## config.mk

```make
export PLATFORM = sky130hd
export DESIGN_NAME = shift_unit_pipe
export DESIGN_NICKNAME = d
export VERILOG_FILES = /design/src/rtl/shift_pkg.sv /design/src/rtl/shift_stage.sv /design/src/rtl/shift_unit_pipe.sv
export SDC_FILE = /design/constraint.sdc
export NUM_CORES = 1
export LEC_CHECK = 0
export CAP_MARGIN = 20
export CORE_MARGIN = 3
export CORE_UTILIZATION = 55
export DETAILED_ROUTE_END_ITERATION = 16
export PLACE_DENSITY = 0.92
export REMOVE_ABC_BUFFERS = 1
export SYNTH_ARGS = -nofsm -noshare
export SYNTH_HDL_FRONTEND = slang
export SYNTH_HIERARCHICAL = 1
export SYNTH_SLANG_ARGS = --single-unit
```

## constraint.sdc

```tcl
create_clock -name clk -period 2.6 [get_ports clk]
set_input_delay 0.26 -clock clk [delete_from_list [all_inputs] [get_ports clk]]
set_output_delay 0.26 -clock clk [all_outputs]
set_load 0.01 [all_outputs]
```

## src/rtl/shift_pkg.sv

```systemverilog
// Shared definitions for the pipelined shifter: mode encodings, mode legality
// and the placement of pipeline register banks along the stage chain.
package shift_pkg;

  localparam logic [2:0] MODE_LSL = 3'd0;
  localparam logic [2:0] MODE_LSR = 3'd1;
  localparam logic [2:0] MODE_ASL = 3'd2;
  localparam logic [2:0] MODE_ASR = 3'd3;
  localparam logic [2:0] MODE_ROL = 3'd4;
  localparam logic [2:0] MODE_ROR = 3'd5;

  function automatic logic mode_legal(input logic [2:0] mode);
    return (mode <= MODE_ROR);
  endfunction

  // True when a register bank sits after chain position idx; banks are spread
  // evenly and the last one always terminates the chain.
  function automatic logic reg_after(input int idx, input int nstages, input int pipe);
    logic hit;
    hit = 1'b0;
    for (int b = 0; b < pipe; b++) begin
      if ((((b + 1) * nstages) / pipe) - 1 == idx) hit = 1'b1;
    end
    return hit;
  endfunction

endpackage

```

## src/rtl/shift_stage.sv

```systemverilog
// One combinational step of the barrel shifter: when enabled, shifts/rotates by
// 2**K with the fill for the mode, tracking carry-out and ASL sign overflow.
module shift_stage
  import shift_pkg::*;
#(
  parameter int WIDTH = 8,
  parameter int K     = 0
) (
  input  logic             en,
  input  logic [2:0]       mode,
  input  logic [WIDTH-1:0] data,
  input  logic             carry,
  input  logic             ovf,
  output logic [WIDTH-1:0] res_data,
  output logic             res_carry,
  output logic             res_ovf
);

  localparam int N   = 2 ** K;
  // Bits that pass through the sign position during this step, capped at the word.
  localparam int WIN = (N + 1 > WIDTH) ? WIDTH : N + 1;

  logic [WIDTH-1:0] lsl, lsr, asr, rol, ror;
  logic [WIN-1:0]   top;
  logic             top_mixed;

  always_comb begin
    lsl       = data << N;
    lsr       = data >> N;
    asr       = $unsigned($signed(data) >>> N);
    rol       = (data << N) | (data >> (WIDTH - N));
    ror       = (data >> N) | (data << (WIDTH - N));
    top       = data[WIDTH-1 -: WIN];
    top_mixed = (top != {WIN{data[WIDTH-1]}});

    res_data  = data;
    res_carry = carry;
    res_ovf   = ovf;
    if (en) begin
      case (mode)
        MODE_LSL: begin
          res_data  = lsl;
          res_carry = data[WIDTH-N];
        end
        MODE_ASL: begin
          res_data  = lsl;
          res_carry = data[WIDTH-N];
          res_ovf   = ovf | top_mixed;
        end
        MODE_LSR: begin
          res_data  = lsr;
          res_carry = data[N-1];
        end
        MODE_ASR: begin
          res_data  = asr;
          res_carry = data[N-1];
        end
        MODE_ROL: begin
          res_data  = rol;
          res_carry = rol[0];
        end
        MODE_ROR: begin
          res_data  = ror;
          res_carry = ror[WIDTH-1];
        end
        default: ;
      endcase
    end
  end

endmodule

```

## src/rtl/shift_unit_pipe.sv

```systemverilog
// Pipelined barrel shifter/rotator with a valid/ready stream on both sides.
// All register banks advance together whenever the output is free or consumed.
module shift_unit_pipe
  import shift_pkg::*;
#(
  parameter int WIDTH = 8,
  parameter int PIPE  = 2
) (
  input  logic                   clk,
  input  logic                   rst,
  input  logic                   in_valid,
  output logic                   in_ready,
  input  logic [WIDTH-1:0]       in_data,
  input  logic [$clog2(WIDTH):0] in_shamt,
  input  logic [2:0]             in_mode,
  output logic                   out_valid,
  input  logic                   out_ready,
  output logic [WIDTH-1:0]       out_data,
  output logic                   out_carry,
  output logic                   out_ovf,
  output logic                   out_err
);

  localparam int SHW = $clog2(WIDTH) + 1;

  typedef struct packed {
    logic             valid;
    logic [WIDTH-1:0] data;
    logic [SHW-1:0]   shamt;
    logic [2:0]       mode;
    logic             carry;
    logic             ovf;
    logic             err;
  } beat_t;

  beat_t head;
  beat_t tail;
  logic  adv;
  logic  tail_unused;

  always_comb begin
    head       = '0;
    head.valid = in_valid;
    head.data  = in_data;
    head.shamt = in_shamt;
    head.mode  = in_mode;
    head.err   = ~mode_legal(in_mode);
  end

  // The shift-by-WIDTH step goes first so the ASL overflow window only ever
  // sees original operand bits, never zero fill from smaller steps.
  for (genvar j = 0; j < SHW; j++) begin : g_chain
    localparam int K = SHW - 1 - j;

    beat_t            cur;
    beat_t            comb;
    beat_t            nxt;
    logic [WIDTH-1:0] st_data;
    logic             st_carry;
    logic             st_ovf;

    if (j == 0) begin : g_head
      assign cur = head;
    end else begin : g_link
      assign cur = g_chain[j-1].nxt;
    end

    shift_stage #(.WIDTH(WIDTH), .K(K)) u_stage (
      .en        (cur.shamt[K]),
      .mode      (cur.mode),
      .data      (cur.data),
      .carry     (cur.carry),
      .ovf       (cur.ovf),
      .res_data  (st_data),
      .res_carry (st_carry),
      .res_ovf   (st_ovf)
    );

    always_comb begin
      comb       = cur;
      comb.data  = st_data;
      comb.carry = st_carry;
      comb.ovf   = st_ovf;
    end

    if (reg_after(j, SHW, PIPE)) begin : g_reg
      always_ff @(posedge clk or posedge rst) begin
        if (rst)      nxt <= '0;
        else if (adv) nxt <= comb;
      end
    end else begin : g_wire
      assign nxt = comb;
    end
  end

  assign tail        = g_chain[SHW-1].nxt;
  assign tail_unused = ^{tail.shamt, tail.mode};

  assign out_valid = tail.valid;
  assign out_data  = tail.data;
  assign out_carry = tail.carry;
  assign out_ovf   = tail.ovf;
  assign out_err   = tail.err;

  assign adv      = out_ready | ~out_valid;
  assign in_ready = adv;

endmodule

```

## Word-level counts from Yosys, hierarchy flattened

Index checks and enable logic that the tools add are counted.
Widths: inputs -> output; s select.

| storage, ports and cells | value |
|---|---|
| flip-flop bits (word level) | 29 |

| operators by class | value |
|---|---|
| magnitude comparators | 1 |
| eq/ne operators | 14 |
| multiplexer cells | 24 |
| bitwise operators | 11 |
| reduce and logical (&&, ||, !) cells | 10 |

Operator list:

| operator | count |
|---|---|
| $pmux 8 s5 | 2 |
| $mux 8 | 4 |
| $pmux 8 s4 | 1 |
| $pmux 8 s2 | 1 |
| $eq 3x2->1 const B | 4 |
| $eq 3x3->1 const B | 4 |
| $mux 1 | 12 |
| $pmux 1 s4 | 3 |
| $reduce_or 2->1 | 5 |
| $reduce_or 3->1 | 3 |
| $or 6x8->8 | 1 |
| $or 7x8->8 | 1 |
| $or 8x1->8 | 1 |
| $or 8x2->8 | 1 |
| $or 8x4->8 | 1 |
| $ne 7x7->1 | 1 |
| $eq 3x1->1 const B | 2 |
| $logic_not 3->1 | 2 |
| $ne 4x4->1 | 1 |
| $or 1x1->1 | 4 |
| $le 3x3->1 const B | 1 |
| $ne 2x2->1 | 1 |
| $not 1->1 | 2 |
| $pmux 1 s2 | 1 |
| $ne 1x1->1 | 1 |

## Logic depth before layout (Yosys ltp)

| logic depth | value |
|---|---|
| depth in word-level cells | 8 |
| depth in mapped cells | 8 |

## Modules after synthesis

The synthesis kept the hierarchy.

By module, submodules not included:

| module | times used | cells an instance | area each (um^2) |
|---|---|---|---|
| shift_unit_pipe | 1 | 66 | 1209.9 |
| shift_stage (g_chain[2].u_stage) | 1 | 43 | 287.8 |
| shift_stage (g_chain[1].u_stage) | 1 | 40 | 249.0 |
| shift_stage (g_chain[3].u_stage) | 1 | 38 | 247.7 |
| shift_stage (g_chain[0].u_stage) | 1 | 32 | 182.7 |

## Worst setup path after synthesis

No wires, ideal clock.

| timing | value |
|---|---|
| path type | reg2reg |
| start | register g_chain[1].nxt[4] (netlist name) |
| end | register g_chain[3].nxt, in the netlist out_data[7] |
| arrival time | 1905 ps |
| required time | 2475 ps |
| setup slack | 570 ps |
| cell stages (with the launch flop) | 7 |
| path buffers | 0 |
| period minus slack after synthesis | 2030 ps |
| cell sequence | dfrtp_1 a21boi_4 mux2_2 nor2b_1 a32o_1 a22o_1 mux2_4 |

| on the way | value |
|---|---|
| word-level cells in the longest chain between the ends | 7 |
| elaborated cells on any way between the ends | 13 |
| those cells by class | eq/ne: 5; mux: 4; bitwise: 2; reduce/logical: 2 |

Ends and longest elaborated chain:

| element | line | text |
|---|---|---|
| $eq 3x2->1 / $logic_not 3->1 (equally long branches) | shift_stage.sv:40 | `case (mode)` |
| $reduce_or 2->1 (no line) | - |  |
| $pmux 8 s5 * | shift_stage.sv:40 |  |
| $mux 8 * | shift_stage.sv:39 | `if (en) begin` |
| named net g_chain[2].st_data[6] | shift_unit_pipe.sv:58 | `logic [WIDTH-1:0] st_data;` |
| $or 8x1->8 | shift_stage.sv:31 | `rol = (data << N) \| (data >> (WIDTH - N));` |
| $pmux 8 s5 * | shift_stage.sv:40 |  |
| $mux 8 * | shift_stage.sv:39 |  |
| named net g_chain[3].st_data[7] | shift_unit_pipe.sv:58 |  |
| end signal, assigned | shift_unit_pipe.sv:89 | `else if (adv) nxt <= comb;` |
| end, declared | shift_unit_pipe.sv:57 | `beat_t nxt;` |

The timed path passes the listed nets; every way through them passes the cells marked *.
A chain may end at the register's enable or synchronous reset.

==> flow_summary_export.csv <==
group,metric,value,unit
power_and_ir_drop,p_sw,0.601,mW
drt,drc,0,
global_routing,grt_pass1_wl,7890,um
drt,via_per_inst,5.82,
floorplanning,num_io_pins,32,
cells_and_area,fin_cells,307,
cells_and_area,final_area,2620,um^2
power_and_ir_drop,clkPwrFrac,20.3,%
clocking,clk_latency,280,ps
placed_design,pre_cts_ws,205,ps
timing,tightestPinTransition,503,ps
cells_and_area,layout-drive-gt1-share,24.3,%
floorplanning,chipHeight,68.9,um
timing,setup_viol,0,
critical_path,cp-end-kind,"flip-flop",
critical_path,r2r_slack,550,ps
drt,wl_per_cell,15.6,um
cells_and_area,synthToLayoutAreaGrowth,20.5,%
critical_path,crit_type,"input port to flip-flop",
clocking,post_cts_buffers,0,
clocking,clock_sink_count,29,
worst_hold_path,hold_path.class,"input port to asynchronous set/reset pin",
placed_design,placedCellCount,299,
timing,fmaxAchievable,0.469,GHz
drt,first_pass_iters,4,
power_and_ir_drop,switching_share,33.8,%
clocking,cts-root-buf,"clkbuf_8",
yosys,syn_area_per_cell,9.94,um^2
global_routing,grt_pass1_vias,1679,
yosys,yosysSeqAreaShare,33.3,%
timing,slew_viol_final,0,
clocking,hold_buffers,0,
timing,layout_min_cycle_time,2130,ps
global_routing,grt_util_all_layers,22.1,%
yosys,ys_ff_latch,29,
critical_path,worstPathArrival,2300,ps
timing,rsz0062_at_grt,"false",
critical_path,r2r-start,"g_chain[1].nxt[5]",
cells_and_area,postLayoutCoreUtil,70.1,%
drt,routed_wirelength,4800,um
timing,timing.final.crit_share,82.0,%
floorplanning,start_util,58.2,%
global_routing,grt_max_degree,30,
yosys,netlist_instances,219,
clocking,max-clock-path-buffers,2,
timing,setup_tns,0,ps
power_and_ir_drop,p_seq_share,36.7,%
drt,antenna_left,0,
clocking,cts.htree.levels,2,
placed_design,portBuffers,31,
timing,setup_slack,469,ps
floorplanning,num_rows,22,
critical_path,r2r_end,"out_data[7]",
critical_path,required,2770,ps
critical_path,path_max_fanout,7,
global_routing,grt_overflow,0,
placed_design,dpl_cell_area,2540,um^2
floorplanning,core_area,3740,um^2
yosys,yosysWarnings,6,
yosys,ys_types,41,
timing,finalClockSkew,6.57,ps
clocking,clk_pin_slew,70,ps
floorplanning,die_area,4750,um^2
placed_design,gp_congestion,0.838,
clocking,numCtsBuffers,5,
cells_and_area,n_antenna_cell,0,
floorplanning,fp.dieW,68.9,um
global_routing,antenna_found_initial,0,
yosys,syn_area,2180,um^2
power_and_ir_drop,power_density,677,nW/um^2
timing,relSlewSlack,66.3,%
placed_design,hpwl,3530,um
power_and_ir_drop,combPwrFrac,43.0,%
critical_path,ff2ff_path_depth,7,
critical_path,cp-start-kind,"input port",
drt,first_iter_violations,98,
timing,finalHoldViolations,0,
clocking,cts_tree,"built",
clocking,cts_resized,0,
power_and_ir_drop,ir_worst_vdd,297,uV
power_and_ir_drop,p_leak,1.22,nW
outcome,outcome,"complete, no violations",
drt,vias,1788,
cells_and_area,nets,277,
power_and_ir_drop,cell_internal_pwr,1.18,mW
flow_run,cap_violations,0,
-- worst max path at each step --
| stage | startpoint | end |
|---|---|---|
| CTS | in_shamt[3] | g_chain[1].nxt[1] |
| detailed placement | in_shamt[3] | g_chain[1].nxt[1] |
| global placement | in_shamt[3] | g_chain[1].nxt[1] |
| floorplan | g_chain[1].nxt[4] | out_data[7] |
| finish | in_shamt[3] | g_chain[1].nxt[1] |
| global route | in_shamt[3] | g_chain[1].nxt[1] |
-- cells by family (layout without fill, tap and decap cells) --
logic type / count (synthesis) / count (layout) / synth area share (%)
simple gates: 76 / 76 / 16.4
compound gates: 55 / 55 / 18.3
mux: 42 / 42 / 26.1
flops: 29 / 29 / 33.3
buf+inv: 15 / 54 / 5.17
other cells: 1 / 2 / 0.172
xor+xnor: 1 / 1 / 0.402
-- power by group through the flow --
stage          combinational [mW]  sequential (mW)  clock [mW]
2_1_floorplan               0.444            0.681           0
3_3_place_gp                0.733            0.654           0
3_5_place_dp                0.759            0.659           0
4_1_cts                     0.763            0.653       0.369
5_1_grt                     0.833            0.670       0.398
6_report                    0.764            0.652       0.360
-- per-layer routing --
layer / track usage [%] / wire (um) / share of wire, %
met1: 28.3 / 2150 / 45
met2: 37.1 / 2360 / 49
met3: 4.70 / 253 / 5.3
met4: 6.81 / 40 / 0.83
met5: 0 / 0 / 0
-- cell type report --
| class | instances | area [um^2] |
|---|---|---|
| inverters | 4 | 15.0 |
| repair buffers | 42 | 393 |
| clock buffers | 5 | 68.8 |
| multi-input cells | 176 | 1340 |
| well taps | 48 | 60.1 |
| flip-flops and latches | 29 | 726 |
| fillers | 300 | 1120 |
| clock inverters | 3 | 17.5 |
-- Yosys cell counts, drive strengths merged --
| cell type | n | area share (%) |
|---|---|---|
| a2111oi | 1 | 0.69 |
| a21bo | 1 | 0.75 |
| a21boi | 4 | 2.4 |
| a21o | 1 | 0.34 |
| a21oi | 21 | 5.7 |
| a22o | 2 | 0.80 |
| a22oi | 3 | 1.0 |
| a31oi | 4 | 1.4 |
| a32o | 1 | 0.46 |
| a41o | 3 | 1.5 |
| and3 | 1 | 0.29 |
| and4 | 1 | 0.40 |
| buf | 9 | 4.0 |
| clkbuf | 2 | 0.46 |
| conb | 1 | 0.17 |
| dfrtp | 29 | 33 |
| inv | 4 | 0.69 |
| mux2 | 28 | 19 |
| mux2i | 14 | 7.0 |
| nand2 | 31 | 5.3 |
| nand2b | 3 | 1.2 |
| nand4 | 3 | 0.86 |
| nand4b | 1 | 0.40 |
| nor2 | 25 | 4.3 |
| nor2b | 6 | 1.7 |
| nor3 | 2 | 0.46 |
| nor4 | 2 | 1.1 |
| o21ai | 14 | 3.2 |
| or2 | 1 | 0.29 |
| xor2 | 1 | 0.40 |
-- metrics by stage --
stage	hold slack, ps	power (mW)
global route	412	1.90
floorplan	338	1.12
global placement	453	1.39
CTS	352	1.79
finish	348	1.78
detailed placement	475	1.42
-- state kept, by name, summed over array words and instances, names as in the netlist --
register     flops
out_carry        1
out_valid        1
out_ovf          1
out_data         8
g_chain.nxt     17
out_err          1
-- critical path, cell delays in order --
cell and delay (ps):
clkdlybuf4s50_1 520, nor2b_1 190, nand4_1 290, nand2_1 250
and4_1 210, a22oi_1 80, a41o_1 240, mux2_4 250
-- placed cells by master (no fill, tap or decap), types with 2 or more instances in the layout --
| cell | instances |
|---|---|
| mux2_4 | 27 |
| nor2b_1 | 6 |
| a22o_1 | 2 |
| clkinv_2 | 2 |
| a21oi_1 | 16 |
| clkdlybuf4s50_1 | 31 |
| a41o_2 | 2 |
| nor3_1 | 2 |
| nand4_1 | 3 |
| nand2_1 | 31 |
| nand2b_1 | 2 |
| o21ai_0 | 9 |
| a22oi_1 | 3 |
| inv_1 | 4 |
| buf_4 | 11 |
| o21ai_1 | 5 |
| nor2_1 | 25 |
| a21oi_2 | 5 |
| dfrtp_1 | 29 |
| a21boi_4 | 2 |
| nor4_2 | 2 |
| a31oi_1 | 3 |
| clkbuf_8 | 5 |
| conb_1 | 2 |
| mux2i_1 | 13 |
Note: power is estimated with default switching activity, not from simulation.
